File: src/rtl/rs_slot_allocator.sv
// Reservation-station slot allocator: busy bitmap, lowest-free-entry grant, release port, free count.
// Optional RS_SLOT_ALLOC_CHECK_EN adds a sticky err_o for ignored releases and requests while full.
module rs_slot_allocator #(
    parameter int unsigned ENTRY_NUM = 16,
    parameter int unsigned IDX_WIDTH = 4
) (
    input  logic                 clk,
    input  logic                 rst_n,
    input  logic                 flush_i,
    input  logic                 alloc_req_i,
    output logic                 alloc_ready_o,
    output logic [IDX_WIDTH-1:0] alloc_idx_o,
    input  logic                 release_valid_i,
    input  logic [IDX_WIDTH-1:0] release_idx_i,
    output logic [IDX_WIDTH:0]   free_count_o,
    output logic                 full_o,
    output logic                 empty_o
`ifdef RS_SLOT_ALLOC_CHECK_EN
    ,
    output logic                 err_o
`endif
);

    localparam int unsigned CNT_W = IDX_WIDTH + 1;

    logic [ENTRY_NUM-1:0] busy;
    logic [ENTRY_NUM-1:0] busy_nxt;
    logic [CNT_W-1:0]     free_cnt;
    logic [CNT_W-1:0]     free_cnt_nxt;
    logic [ENTRY_NUM-1:0] free_vec;
    logic [IDX_WIDTH-1:0] search_pos;
    logic                 search_any;
    logic                 alloc_fire;
    logic                 rel_fire;

    assign free_vec = ~busy;

    // Lowest-set-bit search over the free vector.
    always_comb begin
        search_any = 1'b0;
        search_pos = '0;
        for (int i = 0; i < int'(ENTRY_NUM); i++) begin
            if (free_vec[i] && !search_any) begin
                search_any = 1'b1;
                search_pos = IDX_WIDTH'(i);
            end
        end
    end

    assign alloc_ready_o = search_any;
    assign alloc_idx_o   = search_any ? search_pos : '0;
    assign free_count_o  = free_cnt;
    assign full_o        = (free_cnt == '0);
    assign empty_o       = (free_cnt == CNT_W'(ENTRY_NUM));

    assign alloc_fire = alloc_req_i && alloc_ready_o;
    assign rel_fire   = release_valid_i && busy[release_idx_i];

    // The allocated entry is free, so an effective release can never hit it.
    always_comb begin
        busy_nxt     = busy;
        free_cnt_nxt = free_cnt;
        if (flush_i) begin
            busy_nxt     = '0;
            free_cnt_nxt = CNT_W'(ENTRY_NUM);
        end else begin
            if (alloc_fire) begin
                busy_nxt[alloc_idx_o] = 1'b1;
            end
            if (rel_fire) begin
                busy_nxt[release_idx_i] = 1'b0;
            end
            free_cnt_nxt = free_cnt + CNT_W'(rel_fire) - CNT_W'(alloc_fire);
        end
    end

    always_ff @(posedge clk or negedge rst_n) begin
        if (!rst_n) begin
            busy     <= '0;
            free_cnt <= CNT_W'(ENTRY_NUM);
        end else begin
            busy     <= busy_nxt;
            free_cnt <= free_cnt_nxt;
        end
    end

`ifdef RS_SLOT_ALLOC_CHECK_EN
    logic err_set;

    assign err_set = (release_valid_i && !busy[release_idx_i])
                   || (alloc_req_i && full_o && !flush_i);

    // Sticky until reset; flush deliberately leaves it alone.
    always_ff @(posedge clk or negedge rst_n) begin
        if (!rst_n) begin
            err_o <= 1'b0;
        end else if (err_set) begin
            err_o <= 1'b1;
        end
    end
`endif

endmodule
File: config.mk
export PLATFORM = sky130hd
export DESIGN_NAME = rs_slot_allocator
export DESIGN_NICKNAME = d
export VERILOG_FILES = /design/src/rtl/rs_slot_allocator.sv
export SDC_FILE = /design/constraint.sdc
export NUM_CORES = 1
export LEC_CHECK = 0
export ABC_AREA = 1
export CORE_MARGIN = 1.5
export CORE_UTILIZATION = 63
export DETAILED_ROUTE_END_ITERATION = 6
export DONT_BUFFER_PORTS = 1
export PLACE_DENSITY = 0.79
export SLEW_MARGIN = 30
export SYNTH_ARGS = -nofsm -noshare
export SYNTH_HDL_FRONTEND = slang
export SYNTH_SLANG_ARGS = --single-unit
File: constraint.sdc
create_clock -name clk -period 3.55 [get_ports clk]
set_input_delay 0.71 -clock clk [delete_from_list [all_inputs] [get_ports clk]]
set_output_delay 0.71 -clock clk [all_outputs]
set_load 0.005 [all_outputs]
Yosys cells after proc, flatten, opt, wreduce, memory -nomap -nowiden
Cells that the tools add are included.

word-level totals
  bits in registers = 21
  latch bits = 0
  bits in writable memories = 0
  ROM bits = 0
  memories = 0

cells by class
  add/subtract/negate cells = 2
  multipliers = 0
  div/mod/pow operators = 0
  magnitude comparators = 4
  equality and inequality tests = 1
  shifts and indexed selects = 0
  muxes and demuxes = 43
  bitwise logic cells = 4
  reductions and logical operators = 35

operator list
  kind                                                         number
  two-way mux 16 bit                                           4
  two-way mux 4 bit                                            15
  NOT 16 bit                                                   2
  two-way mux 1 bit                                            20
  logical AND 1 bit                                            19
  AND 16 bit                                                   1
  bitwise OR 16 bit                                            1
  logical NOT 1 bit                                            15
  less-than comparator 4 x 5 -> 1 bit (second input constant)  2
  demux 1 bit (select 4 bit)                                   2
  >= comparator 4 x 1 -> 1 bit (second input constant)         2
  adder 5 x 1 -> 5 bit                                         1
  == test 5 bit (second input constant)                        1
  logical NOT 5 bit                                            1
  two-way mux 5 bit                                            1
  subtractor 5 x 1 -> 5 bit                                    1
  binary-select mux 1 bit (select 4 bit)                       1

Longest topological paths before layout
  depth in word-level cells = 58
  mapped depth = 20

Worst setup path after synthesis
OpenSTA, ideal clock, no wires.

  path kind = input to register
  start = input release_idx_i[0]
  end = register free_cnt[4], in the netlist free_count_o[4]
  setup time = 93 ps
  data arrival time = 2943 ps
  path slack = 514 ps
  stages = 19
  buffers on the path = 1
  cells stage by stage = nor2_1 > inv_1 > o22ai_1 > o21ai_0 > nand2_1 > inv_1 > nand2_1 > buf_2 > nand2_1 > ha_1 > inv_1 > ha_1 > inv_1 > fa_1 > inv_1 > nand2_1 > a21oi_1 > nor3_1 > nand3b_1

on the way
  longest elaborated chain between the ends = 6

ends and longest elaborated chain
  item                                     line  RTL
  start: declaration                       14    input logic [IDX_WIDTH-1:0] release_idx_i,
  binary-select mux 1 bit (select 4 bit)   57    assign rel_fire = release_valid_i && busy[release_idx_i];
  two-way mux 1 bit (implied by the code)  57
  logical AND 1 bit                        57
  adder 5 x 1 -> 5 bit                     73    free_cnt_nxt = free_cnt + CNT_W'(rel_fire) - CNT_W'(alloc_fire);
  subtractor 5 x 1 -> 5 bit                73
  two-way mux 5 bit                        63    if (flush_i) begin
  named net free_cnt_nxt[4]                29    logic [CNT_W-1:0] free_cnt_nxt;
  end signal: assignment                   80    free_cnt <= CNT_W'(ENTRY_NUM);
  end signal: assignment                   83    free_cnt <= free_cnt_nxt;
  end: declaration                         28    logic [CNT_W-1:0] free_cnt;

The timed path passes the listed nets, and every way through them passes these cells. The select of a mux whose other input is x is not followed.

Final worst setup path
  start = register busy[0]
  end = register free_cnt[4], in the netlist free_count_o[4]

on the way
  longest elaborated chain between the ends = 50
  elaborated cells between the ends (all ways) = 54
  those cells by class = add/sub (2); mux (19); bitwise (1); reduce/logical (32)

ends and longest elaborated chain
  item                         line  RTL
  start: declaration           26    logic [ENTRY_NUM-1:0] busy;
  start signal: assignment     82    busy <= busy_nxt;
  NOT 16 bit                   36    assign free_vec = ~busy;
  two-way mux 1 bit            43    if (free_vec[i] && !search_any) begin
  logical NOT 1 bit            43
  logical AND 1 bit            43
  two-way mux 1 bit            43
  logical NOT 1 bit            43
  logical AND 1 bit            43
  two-way mux 1 bit            43
  [... 35 more ...]            n/a
  two-way mux 1 bit            43
  logical NOT 1 bit            43
  logical AND 1 bit            43
  two-way mux 1 bit            43
  logical AND 1 bit            56    assign alloc_fire = alloc_req_i && alloc_ready_o;
  subtractor 5 x 1 -> 5 bit *  73
  two-way mux 5 bit *          63
  named net free_cnt_nxt[4]    29

Mark *: on every way through the listed nets, which the timed path passes. The rest lies on a longest branch. The select of a mux whose other input is x is not followed.

==> summary.txt <==
GRT
--------------------------------------------------------------------------------------------------------
Vias in the first global route ............................................................         1571
Maximum number of pins on one net before global-route repair ..............................           22
Aggregate global routing overflow .........................................................            0
First-pass GRT wire length ................................................................      7.20 mm
All-Layer GR Usage ........................................................................        28.4%
Number of antenna violations at the first check in global routing .........................            0

CELLS AND AREA
--------------------------------------------------------------------------------------------------------
Syn-to-layout area delta ..................................................................        1.02%
Number of filler instances in the final layout ............................................          276
Final core utilization ....................................................................        67.4%
Total area of sequential cells ............................................................      527 µm²
Share of cells above drive strength 1 .....................................................        8.16%
Area of the multi-input gates .............................................................  0.00111 mm²
Inserted Diodes ...........................................................................            0
Final std cells w/o fill ..................................................................          313
Net count reported at finish ..............................................................          299

PWR
--------------------------------------------------------------------------------------------------------
Leak ......................................................................................     0.965 nW
Post-layout power .........................................................................     0.662 mW
Max VDD drop ..............................................................................     0.355 mV
Ratio of total power to cell area .........................................................   356 mW/mm²

LOGIC SYNTHESIS
--------------------------------------------------------------------------------------------------------
Unique cell type count in the Yosys netlist ...............................................           32
Xor and xnor fraction of the mapped netlist area ..........................................       0.476%
Post-synth top area share .................................................................        27.2%
Most used DFF post-synth .................................................................. sky130_fd_sc_hd__dfrtp_1
Combined area of all synthesized cells ....................................................  0.00184 mm²
Post-synthesis simple-gate area fraction ..................................................        46.2%
Largest cells by area after synthesis ..................................................... sky130_fd_sc_hd__dfrtp_1 (27%), sky130_fd_sc_hd__nand2_1 (14%), sky130_fd_sc_hd__nor2_1 (12%)
Share of cell area taken by muxes after synthesis .........................................           0%
Sequential share of the synthesized area ..................................................        28.6%
Synthesis warning total ...................................................................            0
Number of cells produced by synthesis .....................................................          284
Compound-cell area share of the yosys netlist .............................................        8.70%
Dominant combinational cell family by area after synthesis ................................ simple AND/OR/NAND/NOR gates
FFs w/ async S/R, synth ...................................................................         100%
Yosys reg bits ............................................................................           21
Synthesized Nets ..........................................................................          300
Number of synthesized flops with an enable pin ............................................            0
Library cell occupying the most area in the post-synthesis netlist ........................ sky130_fd_sc_hd__dfrtp_1
Mean post-synth cell area .................................................................     6.48 µm²
Post-Synth Adder-Cell Area ................................................................        5.17%

STA
--------------------------------------------------------------------------------------------------------
Skew final ................................................................................   0.00997 ns
Sum of negative setup slack ...............................................................         0 ns
Highest clock rate ........................................................................    0.344 GHz
Final hold viol count .....................................................................            0
Worst hold margin .........................................................................    0.0683 ns
Transition time at the pin with the least slew margin .....................................     0.538 ns
Unrepaired setup endpoints after global routing ...........................................           no
Part of the cycle the worst path needs ....................................................        82.0%
Minimum clock period ......................................................................      2.91 ns
Relative slew slack .......................................................................        63.9%
Number of setup violations in the final report ............................................            0
Final slew viol count .....................................................................            0

WORST SETUP PATH
--------------------------------------------------------------------------------------------------------
CP Launch Type ............................................................................     register
Cell breakdown of the critical path ....................................................... nand2_2 > nor2_4 > nand3_4 > nor2_2 > nand4_2 > nor2_4 > a21oi_1 > ha_1 > inv_1 > ha_1 > inv_1 > fa_1 > inv_1 > nand2_1 > a21oi_1 > nor3_1 > nand3b_1
Family with the most delay on the worst path .............................................. simple AND/OR/NAND/NOR gates
CP Data Arrival Time ......................................................................      3.15 ns
Category of the critical setup timing path ................................................   reg -> reg
Biggest fanout along the worst timing path ................................................            6
Most prevalent standard cell on the critical path ......................................... sky130_fd_sc_hd__inv_1
Critical path data required time ..........................................................      3.79 ns
Crit end category .........................................................................     register
Maximum single-stage delay on the critical path ...........................................      0.47 ns
CP bufs+invs ..............................................................................            3
Critical path's slowest cell .............................................................. sky130_fd_sc_hd__dfrtp_1

PLACEMENT
--------------------------------------------------------------------------------------------------------
Routability-driven placement congestion ratio .............................................        0.887
Number of cells in the design after placement .............................................          309
Number of port buffers ....................................................................            0
Half-perimeter wire length of the detailed placement result ...............................      3.22 mm

CLOCK TREE
--------------------------------------------------------------------------------------------------------
Max Root-Sink Buffers .....................................................................            2
Clock buffer count from CTS ...............................................................            3
Clock latency at the later pin of the worst-skew pair .....................................      0.31 ns
Post-CTS setup repair buffer count ........................................................            0
Total number of clock tree sinks ..........................................................           21
CTS tree ..................................................................................        built
CTS Root Cell ............................................................................. sky130_fd_sc_hd__clkbuf_4
Number of buffers added to fix hold violations after cts ..................................            0
Post-CTS clock slew at the launch and capture registers of the worst setup and hold paths .      0.13 ns
# resized after CTS .......................................................................            0
Deepest level of the CTS H-tree ...........................................................            1

FLOORPLAN
--------------------------------------------------------------------------------------------------------
Core Footprint ............................................................................  0.00276 mm²
Initial core utilization ..................................................................        66.7%
Area of the die ...........................................................................  0.00325 mm²
Floorplan die width .......................................................................      57.1 µm
# IOs .....................................................................................           21
Die height ................................................................................      57.1 µm
Number of placement rows ..................................................................           19

ROUTING
--------------------------------------------------------------------------------------------------------
DR vias ...................................................................................         1755
Number of detailed-routing iterations run before antenna repair ...........................            4
Detail-routed via count per cell ..........................................................         5.61
Final WL ..................................................................................      4.27 mm
DRC violation count after routing .........................................................            0
WL/cell ...................................................................................      13.7 µm
Number of DRC violations after detailed-routing iteration 0 ...............................          106
Remaining antenna violation count .........................................................            0

OUTCOME
--------------------------------------------------------------------------------------------------------
Result of the run ......................................................................... complete, no violations

HOLD PATH
--------------------------------------------------------------------------------------------------------
Worst min-delay path category .............................................................  in -> async

JOB
--------------------------------------------------------------------------------------------------------
Maximum capacitance violations ............................................................            0

==> area by class of cell <==
class                   instances  area share (%)
multi-input cells             217            59.9
flip-flops and latches         21            28.3
inverters                      39            7.87
well taps                      31            2.09
clock buffers                   4            1.41
repair buffers                  1           0.404
==> sequential cells by signal (all words and copies together), names as in the netlist <==
register	flops
free_count_o	5
busy	16
==> metrics by stage <==
step           area [µm²]  setup WS, ns
2_1_floorplan        1840         0.514
3_3_place_gp         1830         0.588
3_5_place_dp         1830         0.545
4_1_cts              1860         0.629
5_1_grt              1860         0.358
6_report             1860         0.640
==> placed cells by master, fill, tap and decap left out, drive strengths merged, types with 6 or more instances in the layout <==
cell type / netlist / final
o21ai: 10 / 10
nand2: 75 / 75
inv: 38 / 38
dfrtp: 20 / 20
nand3: 28 / 28
o22ai: 7 / 7
ha: 6 / 6
nor2: 64 / 64
a21oi: 6 / 6
nand3b: 6 / 6
==> power by group <==
part	total [mW]	switching, mW	internal [mW]
combinational	0.226	0.138	0.0882
sequential	0.313	0.0393	0.274
clock	0.123	0.0787	0.0438
==> synthesized netlist by cell type (3+ instances only) <==
master and instances:
sky130_fd_sc_hd__a21oi_1 6, sky130_fd_sc_hd__nand3_1 20, sky130_fd_sc_hd__nand3_2 7, sky130_fd_sc_hd__o22ai_1 7
sky130_fd_sc_hd__nor2_1 60, sky130_fd_sc_hd__o21ai_0 10, sky130_fd_sc_hd__nand4_1 3, sky130_fd_sc_hd__inv_1 38
sky130_fd_sc_hd__nand2_1 71, sky130_fd_sc_hd__nor3_1 4, sky130_fd_sc_hd__nand3b_1 5, sky130_fd_sc_hd__ha_1 6
sky130_fd_sc_hd__clkbuf_1 3, sky130_fd_sc_hd__dfrtp_1 20
==> worst paths after layout <==
check                                            endpoint  depth (start not counted)                from  slack [ns]
worst max-delay path            free_count_o[4]$_DFF_PN1_                         17   busy[0]$_DFF_PN0_        0.64
worst min-delay path                    busy[9]$_DFF_PN0_                          0               rst_n        0.07
worst max register to register  free_count_o[4]$_DFF_PN1_                         17   busy[0]$_DFF_PN0_        0.64
worst min register to register         busy[14]$_DFF_PN0_                          4  busy[14]$_DFF_PN0_        0.66
max in group asynchronous       free_count_o[4]$_DFF_PN1_                          0               rst_n        3.31
min in group clk                free_count_o[0]$_DFF_PN0_                          1             flush_i        0.45
==> routing by layer <==
metal / up-vias / share of wire (%) / global-route usage (%) / wire length, µm
met2: 58 / 49 / 47.0 / 2100
met3: 8 / 5.5 / 4.08 / 234
met5: - / 0 / 0 / 0
li1: 897 / - / - / -
met1: 792 / 44 / 37.9 / 1880
met4: 0 / 1.5 / 10.3 / 62
==> cells by family (layout without fill, tap and decap cells) <==
family / Yosys count / count (layout)
adder cells (fa/ha/maj): 7 / 7
buffers and inverters: 46 / 44
AO/OA/AOI/OAI: 28 / 28
XOR/XNOR: 1 / 1
flip-flops: 21 / 21
AND/OR/NAND/NOR: 181 / 181
Note: power is estimated with default switching activity, not from simulation.
